===== config.mk =====
export PLATFORM = sky130hd
export DESIGN_NAME = flag_condition_unit
export DESIGN_NICKNAME = d
export VERILOG_FILES = /design/src/rtl/flag_condition_unit.sv
export SDC_FILE = /design/constraint.sdc
export NUM_CORES = 1
export LEC_CHECK = 0
export BUFFER_PORTS_ARGS = -buffer_cell sky130_fd_sc_hd__buf_2
export CORE_ASPECT_RATIO = 1.5
export CORE_UTILIZATION = 30
export DETAILED_ROUTE_END_ITERATION = 6
export GPL_TIMING_DRIVEN = 0
export PLACE_DENSITY = 0.63
export REMOVE_ABC_BUFFERS = 1
export SLEW_MARGIN = 20
export SYNTH_ARGS = -nofsm -noshare
export SYNTH_HDL_FRONTEND = slang
export SYNTH_SLANG_ARGS = --single-unit

===== constraint.sdc =====
create_clock -name clk -period 2.1 [get_ports clk]
set_input_delay 0.105 -clock clk [delete_from_list [all_inputs] [get_ports clk]]
set_output_delay 0.105 -clock clk [all_outputs]
set_load 0.05 [all_outputs]

===== src/rtl/flag_condition_unit.sv =====
// Latches V/Z/S/C status flags and evaluates 4-bit condition codes for the sequencer.
// Optional sticky overflow flag enabled by defining STICKY_OVF_EN.
module flag_condition_unit #(
    parameter int unsigned CNT_W = 8
) (
    input  logic             clk,
    input  logic             rst_n,
    input  logic             flag_we,
    input  logic             V_in,
    input  logic             Z_in,
    input  logic             S_in,
    input  logic             C_in,
    input  logic             cond_valid,
    input  logic [3:0]       cond_code,
    output logic             cond_ready,
    output logic             res_valid,
    input  logic             res_ready,
    output logic             cond_true,
    output logic [3:0]       flags_q,
    output logic [CNT_W-1:0] true_cnt,
    input  logic             cnt_clr,
    output logic             sticky_v,
    input  logic             sticky_clr
);

    typedef enum logic [0:0] {StIdle, StHold} state_e;

    localparam logic [CNT_W-1:0] CntMax = '1;

    state_e           state_q, state_d;
    logic [3:0]       flags_d;
    logic [3:0]       eff;
    logic             eval;
    logic             accept;
    logic             cond_true_q, cond_true_d;
    logic [CNT_W-1:0] true_cnt_q, true_cnt_d;

    // Forward freshly written flags so a same-cycle request sees them
    assign eff    = flag_we ? {V_in, Z_in, S_in, C_in} : flags_q;
    assign accept = (state_q == StIdle) && cond_valid;

    always_comb begin
        logic v, z, s, c;
        {v, z, s, c} = eff;
        eval = 1'b0;
        unique case (cond_code)
            4'h0: eval = z;
            4'h1: eval = ~z;
            4'h2: eval = c;
            4'h3: eval = ~c;
            4'h4: eval = s;
            4'h5: eval = ~s;
            4'h6: eval = v;
            4'h7: eval = ~v;
            4'h8: eval = c & ~z;
            4'h9: eval = ~c | z;
            4'hA: eval = (s == v);
            4'hB: eval = (s != v);
            4'hC: eval = ~z & (s == v);
            4'hD: eval = z | (s != v);
            4'hE: eval = 1'b1;
            4'hF: eval = 1'b0;
            default: eval = 1'b0;
        endcase
    end

    always_comb begin
        state_d     = state_q;
        cond_true_d = cond_true_q;
        flags_d     = flag_we ? {V_in, Z_in, S_in, C_in} : flags_q;
        true_cnt_d  = true_cnt_q;
        case (state_q)
            StIdle: begin
                if (cond_valid) begin
                    cond_true_d = eval;
                    state_d     = StHold;
                end
            end
            StHold: begin
                if (res_ready) begin
                    state_d = StIdle;
                end
            end
            default: state_d = StIdle;
        endcase
        if (cnt_clr) begin
            true_cnt_d = '0;
        end else if (accept && eval && (true_cnt_q != CntMax)) begin
            true_cnt_d = true_cnt_q + 1'b1;
        end
    end

    always_ff @(posedge clk or negedge rst_n) begin
        if (!rst_n) begin
            state_q     <= StIdle;
            flags_q     <= 4'b0000;
            cond_true_q <= 1'b0;
            true_cnt_q  <= '0;
        end else begin
            state_q     <= state_d;
            flags_q     <= flags_d;
            cond_true_q <= cond_true_d;
            true_cnt_q  <= true_cnt_d;
        end
    end

    // Ready is held low while reset is asserted
    assign cond_ready = (state_q == StIdle) && rst_n;
    assign res_valid  = (state_q == StHold);
    assign cond_true  = cond_true_q;
    assign true_cnt   = true_cnt_q;

`ifdef STICKY_OVF_EN
    logic sticky_q;

    // A set in the same cycle as a clear wins
    always_ff @(posedge clk or negedge rst_n) begin
        if (!rst_n) begin
            sticky_q <= 1'b0;
        end else if (flag_we && V_in) begin
            sticky_q <= 1'b1;
        end else if (sticky_clr) begin
            sticky_q <= 1'b0;
        end
    end

    assign sticky_v = sticky_q;
`else
    logic unused_sticky_clr;

    assign unused_sticky_clr = sticky_clr;
    assign sticky_v          = 1'b0;
`endif

endmodule


# Word level (Yosys, flattened, before mapping)
# Index checks and enable logic that the tools add are counted.
# totals
regBits	14
input_bits	15
out_inout_bits	16
word_cells	46
# op_classes
n_addsub	1
eq_ne	18
n_mux	7
bitwise	9
n_reduce_logical	7
# ops
cell	count
$eq 4x4->1 const B	8
$eq 4x3->1 const B	4
$mux 8	2
$pmux 1 s16	1
$add 8x1->8 const B	1
$eq 4x2->1 const B	2
$ne 8x8->1 const B	1
$not 1->1	5
$eq 4x1->1 const B	1
$logic_and 1x1->1	4
$logic_not 4->1	1
$mux 4	1
$and 1x1->1	2
$mux 1	2
$or 1x1->1	2
$pmux 1 s2	1
$reduce_and 2->1	1
$reduce_bool 2->1	1
$eq 1x1->1	1
$ne 1x1->1	1

# Longest topological paths before layout
# depth
word_depth	8
depth_mapped	8
depth_no_buf	7

# Least setup slack after synthesis
# Ideal clock, no wire load.
# synth_timing
path_type	register -> register
from	register flags_q[3]
to	register true_cnt_q[6], in the netlist true_cnt[6]
setup_time_ps	78
arrival_ps	2338
required_time_ps	2022
slack_ps	-316
stages_incl_launch_ff	8
path_buffers	0
synth_period_minus_slack_ps	2416
cell_sequence	dfrtp_1 -> mux4_1 -> xnor2_1 -> nor3b_1 -> a211oi_1 -> and3b_4 -> or4_1 -> a21oi_1
# synth_via
elab_chain_cells	7
word_cells_on_any_way	10
classes_between	2 x eq/ne; 2 x mux; 3 x bitwise; 3 x reduce/logical
# synth_lines
element	line	text
from (decl)	19	output logic [3:0] flags_q,
from (signal assigned)	101	flags_q <= flags_d;
$mux 4 (*)	-	
$ne 1x1->1 or $eq 1x1->1 (tied branches)	-	
$or 1x1->1 or $and 1x1->1 (tied branches)	60, 59	
$pmux 1 s16 (*)	46	unique case (cond_code)
$logic_and 1x1->1 (*) (2 in a row)	88	end else if (accept && eval && (true_cnt_q != CntMax)) begin
$reduce_bool 2->1 (no source line) (*)	-	
to (signal assigned)	103	true_cnt_q <= true_cnt_d;
to (decl)	36	logic [CNT_W-1:0] true_cnt_q, true_cnt_d;
# Mark *: on every way between the ends. The rest lies on a longest branch, timed or not.
# A chain may end at the register's enable or synchronous reset.

# Final worst setup path
# layout_timing
from	register flags_q[2]
to	register true_cnt_q[6], in the netlist true_cnt[6]
# layout_via
elab_chain_cells	7
word_cells_on_any_way	10
classes_between	2 x mux; 5 x bitwise; 3 x reduce/logical
# layout_lines
element	line	text
$mux 4 (*)	-	
named net eff[2]	32	logic [3:0] eff;
$not 1->1	48, 55, 59	
$and 1x1->1, on equally long branches	59, 55	
$pmux 1 s16 (*)	46	
$logic_and 1x1->1 (*) (2 in a row)	88	
$reduce_bool 2->1 (no source line) (*)	-	
# Mark *: on every way through the listed nets, which the timed path passes. The rest lies on a longest branch.

==> results.json <==
{
  "status": "complete, but fails checks",
  "failed_checks": "setup timing",
  "netlist_instances": 98,
  "power_frac_comb_pct": 32.2,
  "initial_core_util_pct": 32.37,
  "yosys_warnings": 0,
  "place_ws_ns": -0.2180,
  "finalWirelength_mm": 2.128,
  "cts_buffers": 3,
  "placed_area_um2": 1119,
  "cts_sinks": 14,
  "finClkSkew_ns": 0.003177,
  "r2r-end": "true_cnt[6]$_DFFE_PN0P_",
  "crit_path_max_incr_delay_ns": 0.48,
  "cts_root_buf": "clkbuf_8",
  "clockBufferDepth": 2,
  "drive_gt1_share_pct": 46.51,
  "wl_per_cell_um": 12.67,
  "synth_edf_count": 0,
  "crit_type": "flip-flop to flip-flop",
  "nNetsFinal": 146,
  "swShare_pct": 33.87,
  "wl_met3_um": 123,
  "ys_async_sr_fraction_pct": 100.0,
  "slew_violations": 0,
  "yosys_most_used_dff": "dfrtp_1",
  "io_buffer_count": 28,
  "dp.cells": 160,
  "ys_seq_elements": 14,
  "rrSetupSlack_ns": -0.16,
  "reg2regPathDepth": 7,
  "required_ns": 2.27,
  "overflow": 0,
  "gr-usage-all-layers_pct": 13.36,
  "yosysSeqAreaShare_pct": 36.41,
  "p_int_uw": 550.3,
  "hpwl_mm": 1.548,
  "seq_area_um2": 350.3,
  "syn_area_um2": 962.2,
  "yosysTopAreaCell": "dfrtp_1",
  "leakagePower_uw": 0.0006091,
  "p_seq_share_pct": 36.4,
  "critPathCaptureType": "flip-flop",
  "clk_latency_ns": 0.24,
  "avgSynthCellArea_um2": 9.818,
  "rows": 24,
  "synthToLayoutAreaGrowth_pct": 34.98,
  "grt_pass1_wl_mm": 3.353,
  "hold_violations": 0,
  "path_cells": "mux2_4 > or3_4 > a311oi_2 > o31ai_2 > and3b_4 > or4_4 > a21oi_2",
  "firstDrtPassIters": 4,
  "fmaxAchievable_mhz": 443.1,
  "drt-met1-wl_um": 946,
  "design.portCount": 31,
  "antenna_found_initial": 0,
  "maxCapViolations": 0,
  "peakVddDrop_mv": 0.4762,
  "drt_iter0_drc": 15,
  "instances_no_fill": 168,
  "num_vias": 861,
  "total_power_uw": 832.2,
  "dieArea_um2": 3442,
  "setup.worst_path.start_class": "flip-flop",
  "clk_pin_slew_ns": 0.06,
  "power_frac_clock_pct": 31.4,
  "crit_slowest_cell": "or4_4",
  "worstPathArrival_ns": 2.43,
  "top_layer": "met4",
  "synth.distinct_cells": 40,
  "whs_path_depth": 2,
  "power.switching_uw": 281.8,
  "antenna_left": 0,
  "post-route-period-util_pct": 107.5,
  "cp_max_fo": 5,
  "cp_top_family": "simple AND/OR/NAND/NOR gates",
  "met2_length_mm": 1.030,
  "die_x_um": 48.24,
  "min_path_type": "input port to flip-flop",
  "post-route-drc-count": 0,
  "p_per_area_nw_per_um2": 640.7,
  "setup_violations": 7,
  "yosysTopAreaCellShare_pct": 36.41,
  "grt_pass1_vias": 791,
  "avgViaCountPerCell": 5.125,
  "min_period_ns": 2.257,
  "n_antenna_cell": 0,
  "rsz0062_at_grt": "yes",
  "ys_top_cells_by_area": "dfrtp_1 (36%), mux2_2 (11%), nor2b_1 (5.2%)",
  "final_cell_area_um2": 1299,
  "final_util_pct": 43.69,
  "core_um2": 2973,
  "critPathBufInv": 0,
  "setup_ws_ns": -0.1569,
  "fillers": 293,
  "min-delay-start": "res_ready",
  "grt_max_degree": 16,
  "min_to": "res_valid$_DFF_PN0_",
  "fp.dieH_um": 71.36,
  "cts_tree": "done",
  "place.gp.congestion": 0.8098,
  "reg2reg_from": "flags_q[2]$_DFF_PN0_",
  "cts_max_level": 1,
  "multi_input_area_um2": 664.4
}
==> synthesized netlist by cell type (2+ instances only) <==
master and count:
nand2_1 6, nand3_1 2, o31ai_1 2, nand2b_1 2, mux2_2 9, nor2_1 8, nor3_1 2, and3_1 3
dfrtp_1 14, a211oi_1 2, nor2b_1 8, a21oi_1 5, xnor2_1 4, nand4_1 4, mux2i_1 2
==> worst max path at each step <==
stage / end / depth (start not counted) / slack, ns / from
after global routing: true_cnt[6]$_DFFE_PN0P_ / 7 / -0.27 / flags_q[1]$_DFF_PN0_
after global placement: true_cnt[7]$_DFFE_PN0P_ / 7 / -0.19 / flags_q[3]$_DFF_PN0_
final: true_cnt[6]$_DFFE_PN0P_ / 7 / -0.16 / flags_q[2]$_DFF_PN0_
after floorplan: true_cnt[6]$_DFFE_PN0P_ / 7 / -0.31 / flags_q[3]$_DFF_PN0_
after detailed placement: true_cnt[6]$_DFFE_PN0P_ / 7 / -0.22 / flags_q[1]$_DFF_PN0_
after CTS: true_cnt[6]$_DFFE_PN0P_ / 7 / -0.12 / flags_q[3]$_DFF_PN0_
==> per-layer routing <==
layer	GRT usage (%)	vias up
li1	-	420
met1	16.69	408
met2	21.33	29
met3	2.771	4
met4	5.556	0
met5	0	-
==> flip-flops by register name (all words and copies together), names as in the netlist <==
register / flops
cond_true: 1
res_valid: 1
flags_q: 4
true_cnt: 8
==> cells in the final DEF, fill, tap and decap left out, types with 2 or more instances in the layout <==
master	n
clkbuf_8	4
xnor2_1	2
nand2_1	6
a211oi_2	2
buf_2	28
nand2b_1	2
nand4_1	4
nor2_1	7
nand3_1	2
mux2_4	7
nor2b_1	8
and3_1	3
dfrtp_1	14
mux2_2	3
a21oi_1	4
xnor2_2	2
buf_4	2
==> cells by family (layout without fill, tap and decap cells) <==
| family | count (synthesis) | in the layout | synth area share (%) |
|---|---|---|---|
| compound gates | 14 | 14 | 10.14 |
| xor+xnor | 5 | 5 | 4.551 |
| fa+ha+maj | 1 | 1 | 1.300 |
| buf+inv | 6 | 37 | 3.770 |
| flops | 14 | 14 | 36.41 |
| mux | 13 | 13 | 16.91 |
| other cells | 1 | 1 | 0.3897 |
| simple gates | 44 | 44 | 26.53 |
==> power by group through the flow <==
| stage | combinational (uW) | sequential, uW | clock [uW] |
|---|---|---|---|
| floorplan | 101 | 370 | 0 |
| global placement | 230 | 305 | 0 |
| detailed placement | 234 | 307 | 0 |
| CTS | 250 | 302 | 268 |
| global route | 289 | 307 | 277 |
| finish | 268 | 303 | 261 |
==> worst reg2reg max path: stages (launching register included) <==
cell and delay, ns:
dfrtp_1 0.37, mux2_4 0.30, or3_4 0.33, a311oi_2 0.21
o31ai_2 0.13, and3b_4 0.22, or4_4 0.48, a21oi_2 0.14
==> cell type report <==
cell class                 instances  share of cell area [%]
clock buffer                       4                   4.239
inverter                           1                  0.2890
multi-input combinational         78                   51.16
sequential                        14                   26.97
tap                               39                   3.757
timing repair buffer              32                   13.58
==> stage by stage <==
| stage | TNS [ns] | hold WS [ns] |
|---|---|---|
| floorplan | -1.813 | -0.1906 |
| global placement | -1.038 | 0.02311 |
| global route | -1.556 | 0.04561 |
| finish | -0.6626 | 0.03172 |
| CTS | -0.3807 | 0.03156 |
| detailed placement | -1.203 | 0.02471 |
==> repair_timing <==
item / 4_1_cts / 5_1_grt
pin swaps: 8 / 6
setup buffers: 1 / 2
endpoints found under the setup margin: 8 / 8
hold buffers: 1 / 0
endpoints found under the hold margin: 14 / 0
resized for setup: 12 / 10
(Power assumes the default switching activity.)
